`config.mk`:
```
export PLATFORM = sky130hd
export DESIGN_NAME = fft_2_sched
export DESIGN_NICKNAME = d
export VERILOG_FILES = /design/src/rtl/fft_2_sched.sv
export SDC_FILE = /design/constraint.sdc
export NUM_CORES = 1
export LEC_CHECK = 0
export CAP_MARGIN = 20
export CORE_MARGIN = 2
export CORE_UTILIZATION = 47
export DETAILED_ROUTE_END_ITERATION = 8
export HOLD_SLACK_MARGIN = 0.05
export PLACE_DENSITY = 0.77
export SLEW_MARGIN = 20
export SYNTH_ARGS = -nofsm -noshare
export SYNTH_HDL_FRONTEND = slang
export SYNTH_SLANG_ARGS = --single-unit
```
`constraint.sdc`:
```
create_clock -name clk -period 2.6 [get_ports clk]
set_input_delay 0.52 -clock clk [delete_from_list [all_inputs] [get_ports clk]]
set_output_delay 0.52 -clock clk [all_outputs]
set_load 0.01 [all_outputs]
```
`src/rtl/fft_2_sched.sv`:
```
// Address/handshake sequencer for an in-place radix-2 DIF FFT sharing one butterfly.
// Reads issue in natural order per stage; writes follow after a fixed LAT-cycle delay line.
module fft_2_sched #(
   parameter int unsigned LOG2N = 4,
   parameter int unsigned LAT   = 3
) (
   input  logic             clk,
   input  logic             rst,
   input  logic             start,
   input  logic             hold,
   output logic             busy,
   output logic             done,
   output logic [LOG2N-1:0] stage,
   output logic             rd_en,
   output logic [LOG2N-1:0] rd_addr_a,
   output logic [LOG2N-1:0] rd_addr_b,
   output logic [LOG2N-2:0] tw_addr,
   output logic             wr_en,
   output logic [LOG2N-1:0] wr_addr_a,
   output logic [LOG2N-1:0] wr_addr_b
);

   typedef enum logic [1:0] {StIdle, StRun, StDrain} state_e;

   localparam logic [LOG2N-1:0] LastStage = LOG2N'(LOG2N - 1);
   localparam logic [LOG2N-2:0] LastBfly  = '1;
   localparam logic [3:0]       LastDrain = 4'(LAT - 1);

   state_e           r_state;
   logic [LOG2N-1:0] r_stage;
   logic [LOG2N-2:0] r_b;
   logic [3:0]       r_drain;
   logic             r_done;

   logic             w_rd_en;
   logic [LOG2N-1:0] w_shamt;
   logic [LOG2N-1:0] w_span;
   logic [LOG2N-1:0] w_mask;
   logic [LOG2N-1:0] w_bx;
   logic [LOG2N-1:0] w_pos;
   logic [LOG2N-1:0] w_addr_a;
   logic [LOG2N-1:0] w_addr_b;
   logic [LOG2N-2:0] w_tw;

   always_ff @(posedge clk) begin
      if (rst) begin
         r_state <= StIdle;
         r_stage <= '0;
         r_b     <= '0;
         r_drain <= '0;
         r_done  <= 1'b0;
      end else begin
         r_done <= 1'b0;
         unique case (r_state)
            StIdle: begin
               if (start) begin
                  r_state <= StRun;
                  r_stage <= '0;
                  r_b     <= '0;
               end
            end
            StRun: begin
               if (!hold) begin
                  // Counter wraps to zero after the last butterfly of the stage
                  r_b <= r_b + 1'b1;
                  if (r_b == LastBfly) begin
                     r_state <= StDrain;
                     r_drain <= '0;
                  end
               end
            end
            StDrain: begin
               r_drain <= r_drain + 4'd1;
               if (r_drain == LastDrain) begin
                  r_drain <= '0;
                  if (r_stage == LastStage) begin
                     r_state <= StIdle;
                     r_stage <= '0;
                     r_done  <= 1'b1;
                  end else begin
                     r_state <= StRun;
                     r_stage <= r_stage + 1'b1;
                  end
               end
            end
            default: r_state <= StIdle;
         endcase
      end
   end

   // span = N >> (stage+1); the group bits of b shift up one place to skip the lower leg
   always_comb begin
      w_rd_en  = (r_state == StRun) && !hold;
      w_shamt  = LastStage - r_stage;
      w_span   = LOG2N'(1) << w_shamt;
      w_mask   = w_span - LOG2N'(1);
      w_bx     = {1'b0, r_b};
      w_pos    = w_bx & w_mask;
      w_addr_a = ((w_bx & ~w_mask) << 1) | w_pos;
      w_addr_b = w_addr_a | w_span;
      w_tw     = w_pos[LOG2N-2:0] << r_stage;
   end

   assign busy      = (r_state != StIdle);
   assign done      = r_done;
   assign stage     = r_stage;
   assign rd_en     = w_rd_en;
   assign rd_addr_a = w_rd_en ? w_addr_a : '0;
   assign rd_addr_b = w_rd_en ? w_addr_b : '0;
   assign tw_addr   = w_rd_en ? w_tw : '0;

   logic             r_pv [LAT];
   logic [LOG2N-1:0] r_pa [LAT];
   logic [LOG2N-1:0] r_pb [LAT];

   always_ff @(posedge clk) begin
      if (rst) begin
         for (int unsigned i = 0; i < LAT; i++) begin
            r_pv[i] <= 1'b0;
            r_pa[i] <= '0;
            r_pb[i] <= '0;
         end
      end else begin
         r_pv[0] <= w_rd_en;
         r_pa[0] <= rd_addr_a;
         r_pb[0] <= rd_addr_b;
         for (int unsigned i = 1; i < LAT; i++) begin
            r_pv[i] <= r_pv[i-1];
            r_pa[i] <= r_pa[i-1];
            r_pb[i] <= r_pb[i-1];
         end
      end
   end

   assign wr_en     = r_pv[LAT-1];
   assign wr_addr_a = r_pv[LAT-1] ? r_pa[LAT-1] : '0;
   assign wr_addr_b = r_pv[LAT-1] ? r_pb[LAT-1] : '0;

endmodule

```
==> impl_metrics.yaml, run 1 <==
final_layout:
  antenna_cells: 0
  final_cell_area_um2: 2550
  fillers: 280
  syn2layout_area_growth_pct: 42.2
  drive_gt1_share_pct: 27.6
  finalNetCount: 260
floorplanning:
  die-area_um2: 4330
  boundaryPins: 31
  start_util_pct: 49.1
  die_w_um: 65.8
  rows: 22
  core_area_um2: 3660
  die_h_um: 65.8
timing:
  max_freq_mhz: 379
  setup_viol: 2
  clock_skew_ns: 0.00518
  slew-limit-headroom_pct: 51.3
  post-route-min-period_ns: 2.64
  rsz0062_at_grt: "yes"
  finalWorstSetupSlack_ns: -0.0415
  period_share_pct: 102
  report.final.slew_viol_count: 0
  max_slew.worst_pin.slew_ns: 0.729
  final_hold_viol_count: 0
  holdWs_ns: 0.435
setup_path:
  worstRegToRegCells: 9
  reg2reg_to: "r_pb[0][3]"
  crit_arrival_ns: 2.12
  cp-end-kind: "output pin"
  r2r_slack_ns: 0.69
  start_kind: "register"
  cp_max_fo: 5
  crit_start: "stage[3]"
  path_class: "reg -> out"
  crit_required_ns: 2.08
  r2r-start: "stage[3]"
min_path:
  hold_path_startpoint: "r_pa[0][6]"
  hold-path-endpoint: "r_pa[0][10]"
  min_path_cells: 1
  min_path_type: "reg -> reg"
detailed_routing:
  drc: 0
  wl_per_cell_um: 12.8
  routed_via_density: 5.12
  totalWireLength_um: 3810
  dr.pass1.iters: 4
  vias: 1526
  postRouteAntennaNets: 0
  drtIter0Drc: 71
run_status:
  status: "finished, violations left"
  violations: "setup timing"
yosys:
  yosys_most_used_dff: "dfxtp_1"
  syn_nets: 208
  ys_seq_area_share_pct: 45.7
  synth_top_area_share_pct: 45.7
  netlist_instances: 197
  ys_ff_latch: 41
  yosys_warnings: 0
  synth_edf_count: 0
  synth_top_area_cell: "dfxtp_1"
  synth.area.top_cells: "dfxtp_1, nor2b_1, ha_1"
  yosysUniqueCellTypes: 45
  netlist_area_um2: 1800
  async_reset_ff_share_pct: 0
  yosysMostFrequentCell: "dfxtp_1"
  syn_area_per_cell_um2: 9.12
  synth_common_cells: "dfxtp_1, nor2b_1, nor2_1, inv_1, a21oi_1"
clock_network:
  cts_buffers: 5
  clkSinkCount: 41
  clock_latency_ns: 0.29
  clkTransAtPathRegs_ns: 0.08
  clockBufferDepth: 2
  cts_tree: "done"
  htreeDepth: 2
  root_buffer: "clkbuf_8"
global_route:
  antenna_found_initial: 0
  grt_util_all_layers_pct: 18.6
  grt_util_met3_pct: 3.75
  grt_pass1_vias: 1376
  grt_remaining_overflow: 0
  grt_busiest_layer: "met2"
  use_met2_pct: 32.1
  grt_max_degree: 28
  grt_pass1_wl_um: 6140
  met1_usage_pct: 21.9
place:
  dpl-instance-area_um2: 2310
  io_buffer_count: 30
  dp_hpwl_um: 2400
  globalplace.congestion: 0.879
power_and_ir_drop:
  ir_drop_v: 0.000226
  p_leak_nw: 0.988
  powerDensity_nw_per_um2: 511
flow_run:
  drv_cap: 0
sequential cells by signal (all words and copies together) (netlist names):
register  cells
r_pa         12
r_state       2
r_b           3
r_pv          3
stage         4
r_drain       4
r_pb         12
done          1
logic make-up (layout without fill, tap and decap cells):
family	count (synthesis)	after routing	share of synthesized area, %
buf+inv	24	77	5.85
compound gates	30	30	11.6
mux	3	3	1.74
fa+ha+maj	7	7	4.87
xor+xnor	1	1	0.488
flops	41	41	45.7
simple gates	91	91	29.7
area by class of cell:
type | instances | area [um^2] | share of cell area (%)
multi-input combinational | 132 | 1020 | 39.9
tap | 48 | 60.1 | 2.35
clock inverter | 3 | 68.8 | 2.69
inverter | 12 | 45.0 | 1.76
sequential | 41 | 823 | 32.2
timing repair buffer | 57 | 469 | 18.4
clock buffer | 5 | 68.8 | 2.69
stage by stage:
stage	power (mW)	utilization [%]	instances	setup WS (ns)	setup TNS, ns
global route	1.35	69.8	298	-0.140	-0.375
floorplan	0.684	-	197	0.0191	0
detailed placement	0.709	63.2	287	-0.416	-2.18
finish	1.31	69.8	298	-0.0415	-0.0529
CTS	1.32	67.7	296	-0.133	-0.220
global placement	0.709	63.2	287	-0.413	-2.22
report_power, final:
part / switching [mW] / internal (mW) / leakage (nW)
combinational: 0.0333 / 0.0291 / 0.587
sequential: 0.00189 / 0.632 / 0.332
clock: 0.224 / 0.386 / 0.0687
total: 0.259 / 1.05 / 0.988
placed cells by master (no fill, tap or decap), types with 3 or more instances in the layout:
| cell type | Yosys | final |
|---|---|---|
| clkbuf_8 | 0 | 5 |
| buf_4 | 1 | 24 |
| dfxtp_1 | 41 | 39 |
| clkdlybuf4s50_1 | 0 | 18 |
| ha_1 | 7 | 5 |
| nand2_1 | 9 | 8 |
| buf_2 | 3 | 9 |
| buf_6 | 1 | 3 |
| o32ai_1 | 3 | 3 |
| nor2_1 | 15 | 14 |
| a21oi_1 | 10 | 9 |
| nand2b_1 | 7 | 7 |
| and2_1 | 8 | 8 |
| nor2b_1 | 21 | 20 |
| nor3_1 | 3 | 3 |
| inv_1 | 12 | 10 |
| nand3_1 | 8 | 7 |
timing repair:
action	4_1_cts	5_1_grt
endpoints found under the hold margin	0	0
buffers inserted	1	2
cloned	0	0
setup endpoints to repair	12	10
hold buffers	0	0
gates resized for setup	53	10
pin swaps	6	6
how the worst max path moves through the flow:
stage,slack (ns),cells after the start,endpoint
floorplan,0.02,7,tw_addr[2]
global placement,-0.41,5,tw_addr[0]
detailed placement,-0.42,5,tw_addr[0]
CTS,-0.13,8,rd_addr_b[3]
global route,-0.14,9,rd_addr_b[3]
finish,-0.04,9,rd_addr_b[3]
metal layers:
metal | share of wire (%) | wire (um) | vias up
li1 | - | - | 781
met1 | 44 | 1690 | 712
met2 | 50 | 1920 | 28
met3 | 3.6 | 137 | 5
met4 | 1.5 | 57 | 0
met5 | 0 | 0 | -
critical path: stages (launching register included):
cell and delay (ns):
dfxtp_2 0.34, inv_2 0.05, ha_4 0.25, nor2_4 0.08
nand3b_1 0.13, ha_4 0.22, or4_4 0.43, a31oi_4 0.15
nor2_1 0.05, buf_2 0.13
Note: power is estimated with default switching activity, not from simulation.
==> inputs of run 2 (changes only) <==
Settings changed: SLEW_MARGIN 20 to unset.
==> results of run 2 <==
The final DEF is identical to that of run 1; final timing and power are the same.
==> inputs of run 3 (changes only) <==
Settings changed: CORE_MARGIN 2 to unset, GPL_ROUTABILITY_DRIVEN set to 0, GPL_TIMING_DRIVEN set to 0.
==> run 3 against run 2 <==
Effect of this change: the flow still finishes with violations (setup timing); critical endpoint unchanged; largest power group unchanged; non-clock buffer count rose by 7; routed wire length increased by 6.1%; final area increased by 3.3%; count of clock-buffer cells in the layout did not move; clock skew rose by 0.0013 ns; final cell count increased by 2.3%; hold slack about the same; sequential share of layout area shrank 0.74 points.
==> impl_metrics.yaml, run 3 (same netlist as run 1, synthesis figures left out) <==
power_and_ir_drop:
  powerDensity_nw_per_um2: 492
  seq_power_share_pct: 48.7
  power_frac_comb_pct: 4.6
  swShare_pct: 19.7
  p_switching_mw: 0.256
  p_leak_nw: 1.04
  ir_drop_v: 0.000295
  p_int_mw: 1.04
  clock_power_share_pct: 46.7
final_layout:
  reg_top3: "r_pa x12, r_pb x12"
  finalNetCount: 267
  antenna_cells: 0
  final_cell_area_um2: 2640
  fillers: 257
  syn2layout_area_growth_pct: 46.9
  final_cell_mix: "dfxtp_1, nor2b_1, clkdlybuf4s50_1"
  final_common_cell: "dfxtp_1"
  drive_gt1_share_pct: 28.0
global_route:
  grt_max_degree: 15
  grt_util_all_layers_pct: 19.7
  grt_pass1_vias: 1383
  antenna_found_initial: 0
  grt_remaining_overflow: 0
  grt_pass1_wl_um: 6210
setup_path:
  path_class: "reg -> out"
  crit_start: "stage[2]"
  worstRegToRegCells: 16
  r2r_slack_ns: -0.04
  critPathCapture: "rd_addr_b[3]"
  start_kind: "register"
  cp_max_fo: 5
  crit_arrival_ns: 2.26
  crit_required_ns: 2.08
  cp-end-kind: "output pin"
  reg2reg_to: "r_pb[0][3]"
  r2r-start: "stage[2]"
clock_network:
  htreeDepth: 2
  clkTransAtPathRegs_ns: 0.08
  clockBufferDepth: 2
  root_buffer: "clkbuf_8"
  ctsHoldBuffers: 0
  cts_buffers: 5
  clkSinkCount: 41
  cts_tree: "done"
  clock_latency_ns: 0.29
floorplanning:
  die_w_um: 63.8
  die_h_um: 63.8
  rows: 22
  core_area_um2: 3660
  start_util_pct: 49.1
  die-area_um2: 4070
  boundaryPins: 31
detailed_routing:
  wl_per_cell_um: 13.3
  vias: 1575
  drtIter0Drc: 111
  totalWireLength_um: 4040
  routed_via_density: 5.16
  drc: 0
  postRouteAntennaNets: 0
  dr.pass1.iters: 4
timing:
  max_freq_mhz: 360
  clock_skew_ns: 0.00650
  rsz0062_at_grt: "yes"
  setup_viol: 7
  finalWorstSetupSlack_ns: -0.177
  final_hold_viol_count: 0
  slew-limit-headroom_pct: 43.2
  max_slew.worst_pin.slew_ns: 0.851
  period_share_pct: 107
  post-route-min-period_ns: 2.78
  report.final.slew_viol_count: 0
run_status:
  status: "finished, violations left"
  violations: "setup timing"
place:
  preCtsSetupSlack_ns: -0.590
  dpl-instance-area_um2: 2200
  dp_hpwl_um: 2380
  io_buffer_count: 30
flow_run:
  drv_cap: 0
min_path:
  min_path_type: "reg -> reg"
[run 3: worst max-delay path, cell delays in order, from the launching register on]
cell	delay [ns]
dfxtp_4	0.37
inv_4	0.04
ha_4	0.25
nand4bb_4	0.22
ha_4	0.20
or4_4	0.49
a31oi_4	0.19
nor2_1	0.06
buf_2	0.13
[run 3: area by class of cell]
cell class | instances | area, um^2 | share of cell area, %
plain buffers | 11 | 65.1 | 2.47
clock inverters | 3 | 68.8 | 2.61
flip-flops and latches | 41 | 831 | 31.5
well taps | 48 | 60.1 | 2.28
repair buffers | 53 | 473 | 17.9
clock buffers | 5 | 68.8 | 2.61
multi-input cells | 132 | 1020 | 38.8
inverters | 12 | 47.5 | 1.80
[run 3: per-stage QoR]
step / cells / util, % / total power [mW] / hold slack (ns) / setup TNS [ns]
after floorplan: 197 / - / 0.684 / 0.414 / 0
after global placement: 275 / 60.1 / 0.706 / 0.417 / -4.30
after detailed placement: 275 / 60.1 / 0.706 / 0.420 / -4.29
after CTS: 300 / 69.5 / 1.31 / 0.430 / -0.719
after global routing: 305 / 72.1 / 1.34 / 0.441 / -1.31
final: 305 / 72.1 / 1.30 / 0.435 / -0.539
[run 3: power groups by stage]
stage / sequential [mW] / combinational, mW / clock, mW
final: 0.632 / 0.0604 / 0.606
after floorplan: 0.648 / 0.0358 / 0
after global placement: 0.649 / 0.0571 / 0
after global routing: 0.633 / 0.0649 / 0.641
after CTS: 0.633 / 0.0581 / 0.616
after detailed placement: 0.649 / 0.0578 / 0
[run 3: worst min path at each step]
stage,start,to,slack (ns),depth (start not counted)
2_1_floorplan,r_pa[0][6],r_pa[0][10],0.41,1
3_3_place_gp,r_pa[0][1],r_pa[0][5],0.42,1
3_5_place_dp,r_pa[0][4],r_pa[0][8],0.42,1
4_1_cts,r_pb[0][1],r_pb[0][5],0.43,1
5_1_grt,r_pb[0][0],r_pb[0][4],0.44,1
6_report,r_pa[0][0],r_pa[0][4],0.44,1
[run 3: what timing repair did]
action,in CTS,in global routing
setup buffers,17,7
gates resized for setup,50,28
pin swaps,8,12
endpoints found under the hold margin,0,0
endpoints found under the setup margin,12,11
[run 3: layer usage]
layer / GRT usage, % / up-vias / part of all wire, % / wire length, um
li1: - / 792 / - / -
met5: 0 / - / 0 / 0
met2: 32.0 / 46 / 50 / 2030
met3: 5.36 / 9 / 5.1 / 207
met4: 8.24 / 0 / 1.8 / 73
met1: 24.3 / 728 / 43 / 1730
